<file path="config.mk">
export PLATFORM = sky130hd
export DESIGN_NAME = periph_sample_fifo
export DESIGN_NICKNAME = d
export VERILOG_FILES = /design/src/rtl/periph_sample_fifo.sv
export SDC_FILE = /design/constraint.sdc
export NUM_CORES = 2
export LEC_CHECK = 0
export CORE_MARGIN = 4
export CORE_UTILIZATION = 50
export DETAILED_ROUTE_END_ITERATION = 10
export PLACE_DENSITY = 0.71
export SLEW_MARGIN = 5
export SYNTH_ARGS = -nofsm -noshare
export SYNTH_HDL_FRONTEND = slang
export SYNTH_SLANG_ARGS = --single-unit
</file>
<file path="constraint.sdc">
create_clock -name sys_clk -period 10.2 [get_ports sys_clk]
set_clock_uncertainty 0.15 [all_clocks]
set_input_delay 1.02 -clock sys_clk [delete_from_list [all_inputs] [get_ports sys_clk]]
set_output_delay 1.02 -clock sys_clk [all_outputs]
set_load 0.02 [all_outputs]
</file>
<file path="src/rtl/periph_sample_fifo.sv">
// GNSS IF sample capture peripheral: packs 2-bit RF samples into 32-bit words,
// buffers them in a FIFO and exposes CTRL/STATUS/DATA/THRESH on the MCU peripheral bus.
module periph_sample_fifo #(
   parameter int unsigned DEPTH     = 64,
   parameter logic [31:0] BASE_ADDR = 32'h0200_0000
) (
   input  logic        sys_clk,
   input  logic        rst_n,
   input  logic        rf_sample_valid,
   input  logic [1:0]  rf_sample,
   input  logic        periph_mem_valid,
   output logic        periph_mem_ready,
   input  logic [31:0] periph_mem_addr,
   input  logic [31:0] periph_mem_wdata,
   input  logic [3:0]  periph_mem_wstrb,
   output logic [31:0] periph_mem_rdata,
   output logic        irq
);

   localparam int AW = $clog2(DEPTH);

   logic              r_ready;
   logic [31:0]       r_rdata;
   logic              r_irq;
   logic              r_enable;
   logic              r_flush;
   logic              r_overflow;
   logic [AW:0]       r_thresh;
   logic [AW:0]       r_level;
   logic [AW-1:0]     r_wptr;
   logic [AW-1:0]     r_rptr;
   logic [3:0]        r_cnt;
   logic [31:0]       r_pack;
   logic [31:0]       r_mem [DEPTH];

   logic              w_accept;
   logic              w_hit;
   logic              w_rd;
   logic              w_wr;
   logic [1:0]        w_off;
   logic              w_empty;
   logic              w_full;
   logic              w_pop;
   logic              w_sample;
   logic              w_pushReq;
   logic              w_push;
   logic              w_overflowSet;
   logic              w_overflowClr;
   logic              w_ctrlWr;
   logic [31:0]       w_pushWord;
   logic [31:0]       w_head;
   logic [31:0]       w_status;
   logic [31:0]       w_rdData;
   logic [AW:0]       w_threshNext;
   logic              w_unused;

   // A request is taken only while ready is low, which forces an idle cycle between acks.
   assign w_accept = periph_mem_valid & ~r_ready;
   assign w_hit    = (periph_mem_addr[31:4] == BASE_ADDR[31:4]);
   assign w_rd     = w_accept & w_hit & (periph_mem_wstrb == 4'b0000);
   assign w_wr     = w_accept & w_hit & (periph_mem_wstrb != 4'b0000);
   assign w_off    = periph_mem_addr[3:2];
   assign w_ctrlWr = w_wr & (w_off == 2'd0) & periph_mem_wstrb[0];

   assign w_empty  = (r_level == '0);
   assign w_full   = (r_level == (AW+1)'(DEPTH));
   assign w_head   = r_mem[r_rptr];

   assign w_pop         = w_rd & (w_off == 2'd2) & ~w_empty;
   assign w_sample      = r_enable & rf_sample_valid & ~r_flush;
   assign w_pushReq     = w_sample & (r_cnt == 4'hF);
   assign w_push        = w_pushReq & (~w_full | w_pop);
   assign w_overflowSet = w_pushReq & w_full & ~w_pop;
   assign w_overflowClr = w_wr & (w_off == 2'd1) & periph_mem_wstrb[2] & periph_mem_wdata[18];

   assign w_status = {13'd0, r_overflow, w_full, w_empty, 16'(r_level)};
   assign w_unused = ^{periph_mem_addr[1:0], periph_mem_wdata};

   // The completing sample is merged in combinationally so the word can be pushed in the same cycle.
   always_comb begin
      w_pushWord = r_pack;
      w_pushWord[{r_cnt, 1'b0} +: 2] = rf_sample;
   end

   always_comb begin
      w_threshNext = r_thresh;
      for (int i = 0; i <= AW; i++) begin
         if (periph_mem_wstrb[i / 8]) w_threshNext[i] = periph_mem_wdata[i];
      end
   end

   always_comb begin
      w_rdData = '0;
      if (w_rd) begin
         case (w_off)
            2'd0:    w_rdData = {31'd0, r_enable};
            2'd1:    w_rdData = w_status;
            2'd2:    w_rdData = w_empty ? 32'd0 : w_head;
            default: w_rdData = {16'd0, 16'(r_thresh)};
         endcase
      end
   end

   always_ff @(posedge sys_clk or negedge rst_n) begin
      if (!rst_n) begin
         r_ready    <= 1'b0;
         r_rdata    <= '0;
         r_irq      <= 1'b0;
         r_enable   <= 1'b0;
         r_flush    <= 1'b0;
         r_overflow <= 1'b0;
         r_thresh   <= '0;
         r_level    <= '0;
         r_wptr     <= '0;
         r_rptr     <= '0;
         r_cnt      <= '0;
         r_pack     <= '0;
      end else begin
         r_ready <= w_accept;
         r_rdata <= w_rdData;
         r_flush <= w_ctrlWr & periph_mem_wdata[1];
         r_irq   <= r_enable & (r_thresh != '0) & (r_level >= r_thresh);

         if (w_ctrlWr) r_enable <= periph_mem_wdata[0];
         if (w_wr && (w_off == 2'd3)) r_thresh <= w_threshNext;

         // A simultaneous overflow event wins over a software clear.
         if (w_overflowClr) r_overflow <= 1'b0;
         if (w_overflowSet) r_overflow <= 1'b1;

         if (r_flush) begin
            r_cnt   <= '0;
            r_pack  <= '0;
            r_wptr  <= '0;
            r_rptr  <= '0;
            r_level <= '0;
         end else begin
            if (w_sample) begin
               r_cnt  <= r_cnt + 4'd1;
               r_pack <= (r_cnt == 4'hF) ? 32'd0 : w_pushWord;
            end
            if (w_push) r_wptr <= r_wptr + 1'b1;
            if (w_pop)  r_rptr <= r_rptr + 1'b1;
            if (w_push && !w_pop)      r_level <= r_level + 1'b1;
            else if (!w_push && w_pop) r_level <= r_level - 1'b1;
         end
      end
   end

   always_ff @(posedge sys_clk) begin
      if (w_push) r_mem[r_wptr] <= w_pushWord;
   end

   assign periph_mem_ready = r_ready;
   assign periph_mem_rdata = r_rdata;
   assign irq              = r_irq;

endmodule
</file>
* After elaboration in Yosys (flattened, before gate mapping) *
Memory sizes are Yosys's and may differ from the RTL's.
Index checks and enable logic that the tools add are counted.
W data, S select, Z words.

word-level totals
  flip-flop bits (word level) = 99
  memory bits (writable) = 2,048
  bits of input ports = 74
  output and inout port bits = 34
  word-level logic and storage cells = 90
  memories = 1

memory list
  name   words  width  rd ports  clocked after memory_dff  wr ports  RTL line  text
  r_mem  64     32     1         0                         1         34        logic [31:0] r_mem [DEPTH];

cells by class
  add/sub/neg operators = 6
  $lt $le $gt $ge = 1
  equal/unequal tests = 6
  shift-type cells = 2
  mux-type cells = 20
  bitwise gates (word level) = 26
  reductions and logical operators = 16

operators with widths
  cell                      count
  $mux W32                  5
  $pmux W32 S3              1
  $bwmux W32                1
  $shift A2 B7 Y32 const A  1
  $shiftx A2 B7 Y32         1
  $eq A28 B22 Y1 const B    1
  $mux W6                   4
  $mux W7                   3
  $and A1 B1 Y1             20
  $add A6 B1 Y6 const B     2
  $mux W4                   2
  $reduce_bool A2 Y1        4
  $add A7 B1 Y7 const B     1
  $eq A7 B7 Y1 const B      1
  $ge A7 B7 Y1              1
  $logic_not A7 Y1          1
  $neg A5 Y7                1
  $reduce_bool A7 Y1        1
  $sub A7 B1 Y7 const B     1
  $not A1 Y1                5
  $add A4 B1 Y4 const B     1
  $eq A2 B2 Y1 const B      2
  $eq A4 B4 Y1 const B      1
  $logic_not A4 Y1          1
  other kinds (9)           15

* Depth between registers and ports, before layout *
  depth after elaboration = 13
  mapped depth = 14

* Worst setup path before layout *
OpenSTA, ideal clock, no wires.

  kind = input port to flip-flop
  start = in periph_mem_wstrb[1]
  end = mem r_mem[58][0], enable pin
  arrival = 4,143 ps
  data required time = 9,629 ps
  slack = 5,486 ps
  stages on the path = 6
  path buffers = 1
  path through = or4_4 nor4_2 o21ai_0 or4b_1 buf_2 nor2_1

between the ends
  word-level cells in the longest chain between the ends = 8

RTL lines
  item                           RTL line  text
  from (decl)                    15        input logic [3:0] periph_mem_wstrb,
  $logic_not A4 Y1               60        assign w_rd = w_accept & w_hit & (periph_mem_wstrb == 4'b0000);
  $and A1 B1 Y1                  60
  $and A1 B1 Y1 (2 in series)    69        assign w_pop = w_rd & (w_off == 2'd2) & ~w_empty;
  $or A1 B1 Y1                   72        assign w_push = w_pushReq & (~w_full | w_pop);
  $and A1 B1 Y1                  72
  $mux W1                        151       if (w_push) r_mem[r_wptr] <= w_pushWord;
  $mux W1 (not written as such)  151
  to (decl)                      34

Every way passes these cells.

* Worst setup path after layout *
  start = in periph_mem_addr[3]
  end = mem r_mem[28][20], enable pin

between the ends
  word-level cells in the longest chain between the ends = 7

RTL lines
  item                           RTL line  text
  from (decl)                    13        input logic [31:0] periph_mem_addr,
  $eq A2 B2 Y1                   69
  $and A1 B1 Y1 (2 in series)    69
  $or A1 B1 Y1                   72
  $and A1 B1 Y1                  72
  $mux W1                        151
  $mux W1 (not written as such)  151

Every way passes these cells.

==> results.ini <==
[outcome]
status = finished clean

[power_and_ir_drop]
ir_drop_mv = 0.188
p_per_area_nw_per_um2 = 183
p_leak_nw = 26.0
p_total_mw = 17.2

[drt]
wl_mm = 195
viasPerCell = 6.35
dr_total_vias = 39173
antenna_left = 0
first_pass_iters = 5
drt-wirelength-per-cell_um = 31.6
drtIter0Drc = 4807
post-route-drc-count = 0

[synthesis]
synth-edff-count = 2048
synth_warnings = 0
synth_ff_type = edfxtp_1
syn_avg_cell_area_um2 = 23.0
yosys.area.top_type = edfxtp_1
syn_inst = 3610
synth_async_sr_flop_share = 0.0461
synthSimpleGateAreaFrac = 0.0167
synth-seq-area-share = 0.771
synth_seq_cells = 2147
synthAdderAreaFrac = 0.00311
ys_types = 64
synth_top_family_by_area = multiplexers
synth-compound-area-share = 0.0176
synthXorXnorAreaFrac = 0.00200
synth_area_um2 = 83000
yosysTopAreaCellShare = 0.741
synth_area_leaders = edfxtp_1 (74%), mux4_2 (16%), dfrtp_1 (3.0%)
syn-num-nets = 3704
muxShareOfSynthArea = 0.178

[timing]
min_period_ns = 5.11
max_clock_freq_ghz = 0.196
rsz0062_at_grt = no
tightest_slew_ns = 1.32
slew_headroom = 0.122
period_share = 0.501
finalMaxSlewViolations = 0
finalSetupViolations = 0
setup-tns-final_ns = 0
hold_viol_final = 0

[place]
place_inst = 5800
finalWeightedCongestion = 0.839
portBuffers = 81
hpwl_mm = 102

[worst_setup_path]
cp_slowest_cell = nor2_4
cp.required_ns = 10.53
path_max_fanout = 22
path_delay_family = simple AND/OR/NAND/NOR gates
path_cells = clkdlybuf4s50_1 > nor2b_1 > o41ai_4 > nor4_4 > buf_4 > o21a_1 > nand3_1 > nor2_4 > buf_4
crit_top_cell = buf_4
worstSetupStartpointType = input pin
critical_path_buf_inv_count = 3
cpPeakStageDelay_ns = 0.92
worst-setup-path-type = input pin to flip-flop
cp.arrival_ns = 5.44
crit_path_end_kind = flip-flop

[clock_network]
cts_buffer_depth = 3
cts_hold_buf = 0
cts_root_buf = clkbuf_16
cts_resized = 0
cts_sinks = 2147
worst_skew_pair.late_latency_ns = 0.83
path_clk_slew_ns = 0.06
tritoncts = yes
cts_setup_buffers = 0
cts_inserted_buffers = 201
h-tree-depth = 4

[die]
die-area_um2 = 173000
ioPinCount = 108
fp.dieW_um = 415
core-area_um2 = 165000
die-height_um = 415
num_rows = 149
start_util = 0.503

[final_layout]
drive_gt1_frac = 0.294
fin_nets = 3908
stdcell_count = 6173
fill_cells = 11606
area_growth_pct = 13.2

[grt]
grt_pass1_vias = 39850
antenna_found_initial = 3
grt_max_degree = 145
globalRouteOverflowTotal = 0
grt_usage = 0.228
grt_pass1_wl_mm = 285

[flow_run]
max_cap_viol_count = 0

[hold_path]
min_path_type = input pin to async pin

==> per-layer routing <==
layer / GRT usage / part of all wire
met1: 0.312 / 0.38
met4: 0.0739 / 0.033
met2: 0.376 / 0.50
met3: 0.0434 / 0.085
met5: 0 / 0
==> where the power goes <==
group	switching [mW]	internal, mW
Combinational	0.0285	0.0201
Sequential	0.000139	9.51
Clock	3.22	4.39
Total	3.25	13.9
==> cell usage in the layout (no fill, tap or decap), drive strengths merged, types with 60 or more instances in the layout <==
master,Yosys,routed
clkinv,0,71
clkbuf,80,270
edfxtp,2048,2048
nand2,66,66
buf,119,120
nor2,107,107
clkdlybuf4s50,0,80
dfrtp,99,99
mux4,607,607
mux2i,60,60
==> per-stage QoR <==
stage          cell area (um2)  hold WS [ns]  utilization  worst slack [ns]
6_report                 93900        0.0461        0.569              5.09
3_5_place_dp             87100         0.295        0.528              4.27
2_1_floorplan            83000         0.306            -              5.49
3_3_place_gp             87100         0.289        0.528              4.33
4_1_cts                  93900        0.0180        0.569              5.16
5_1_grt                  93900        0.0684        0.569              4.89
==> cells in the mapped netlist, types with 19 or more instances <==
| cell type | count |
|---|---|
| a21oi_1 | 25 |
| a32o_1 | 32 |
| buf_1 | 36 |
| buf_2 | 74 |
| clkbuf_1 | 80 |
| dfrtp_1 | 99 |
| edfxtp_1 | 2048 |
| ha_1 | 19 |
| mux2_2 | 47 |
| mux2i_1 | 60 |
| mux4_2 | 607 |
| nand2_1 | 66 |
| nand3_1 | 19 |
| nor2_1 | 107 |
| nor2b_1 | 24 |
| o21ai_0 | 39 |
| o22ai_1 | 31 |
==> area by class of cell <==
type	instances	area, um2	area share
timing repair buffer	200	1770	0.0188
multi-input combinational	1245	18600	0.198
clock inverter	101	1150	0.0123
inverter	19	80.1	0.000853
antenna	2	5.00	0.0000533
sequential	2147	64000	0.681
clock buffer	270	5630	0.0599
tap	2189	2740	0.0292
==> worst paths after layout <==
kind / startpoint / endpoint / slack, ns / cells after the start
min in group sys_clk: periph_mem_ready / periph_mem_ready / 0.30 / 1
max: periph_mem_addr[3] / r_mem[28][20] / 5.09 / 9
min: rst_n / r_level[0] / 0.05 / 1
max in group asynchronous: rst_n / periph_mem_rdata[26] / 8.64 / 2
max reg2reg: r_rptr[0] / periph_mem_rdata[26] / 5.35 / 6
min reg2reg: periph_mem_ready / periph_mem_ready / 0.30 / 1
==> registers in the layout, summed over array words and instances, names as in the netlist, 4 cells and up <==
signal / flops
r_cnt: 4
r_mem: 2048
r_rptr: 6
r_level: 7
r_pack: 32
periph_mem_rdata: 32
r_wptr: 6
r_thresh: 7
==> cell families (layout without fill, tap and decap cells) <==
family	count (synthesis)	in the layout
other	0	2
AO/OA/AOI/OAI	205	205
adder cells (fa/ha/maj)	20	20
flip-flops	2147	2147
buffers and inverters	218	590
multiplexers	714	714
XOR/XNOR	19	19
AND/OR/NAND/NOR	287	287
Power figures use the tool's default switching activity.
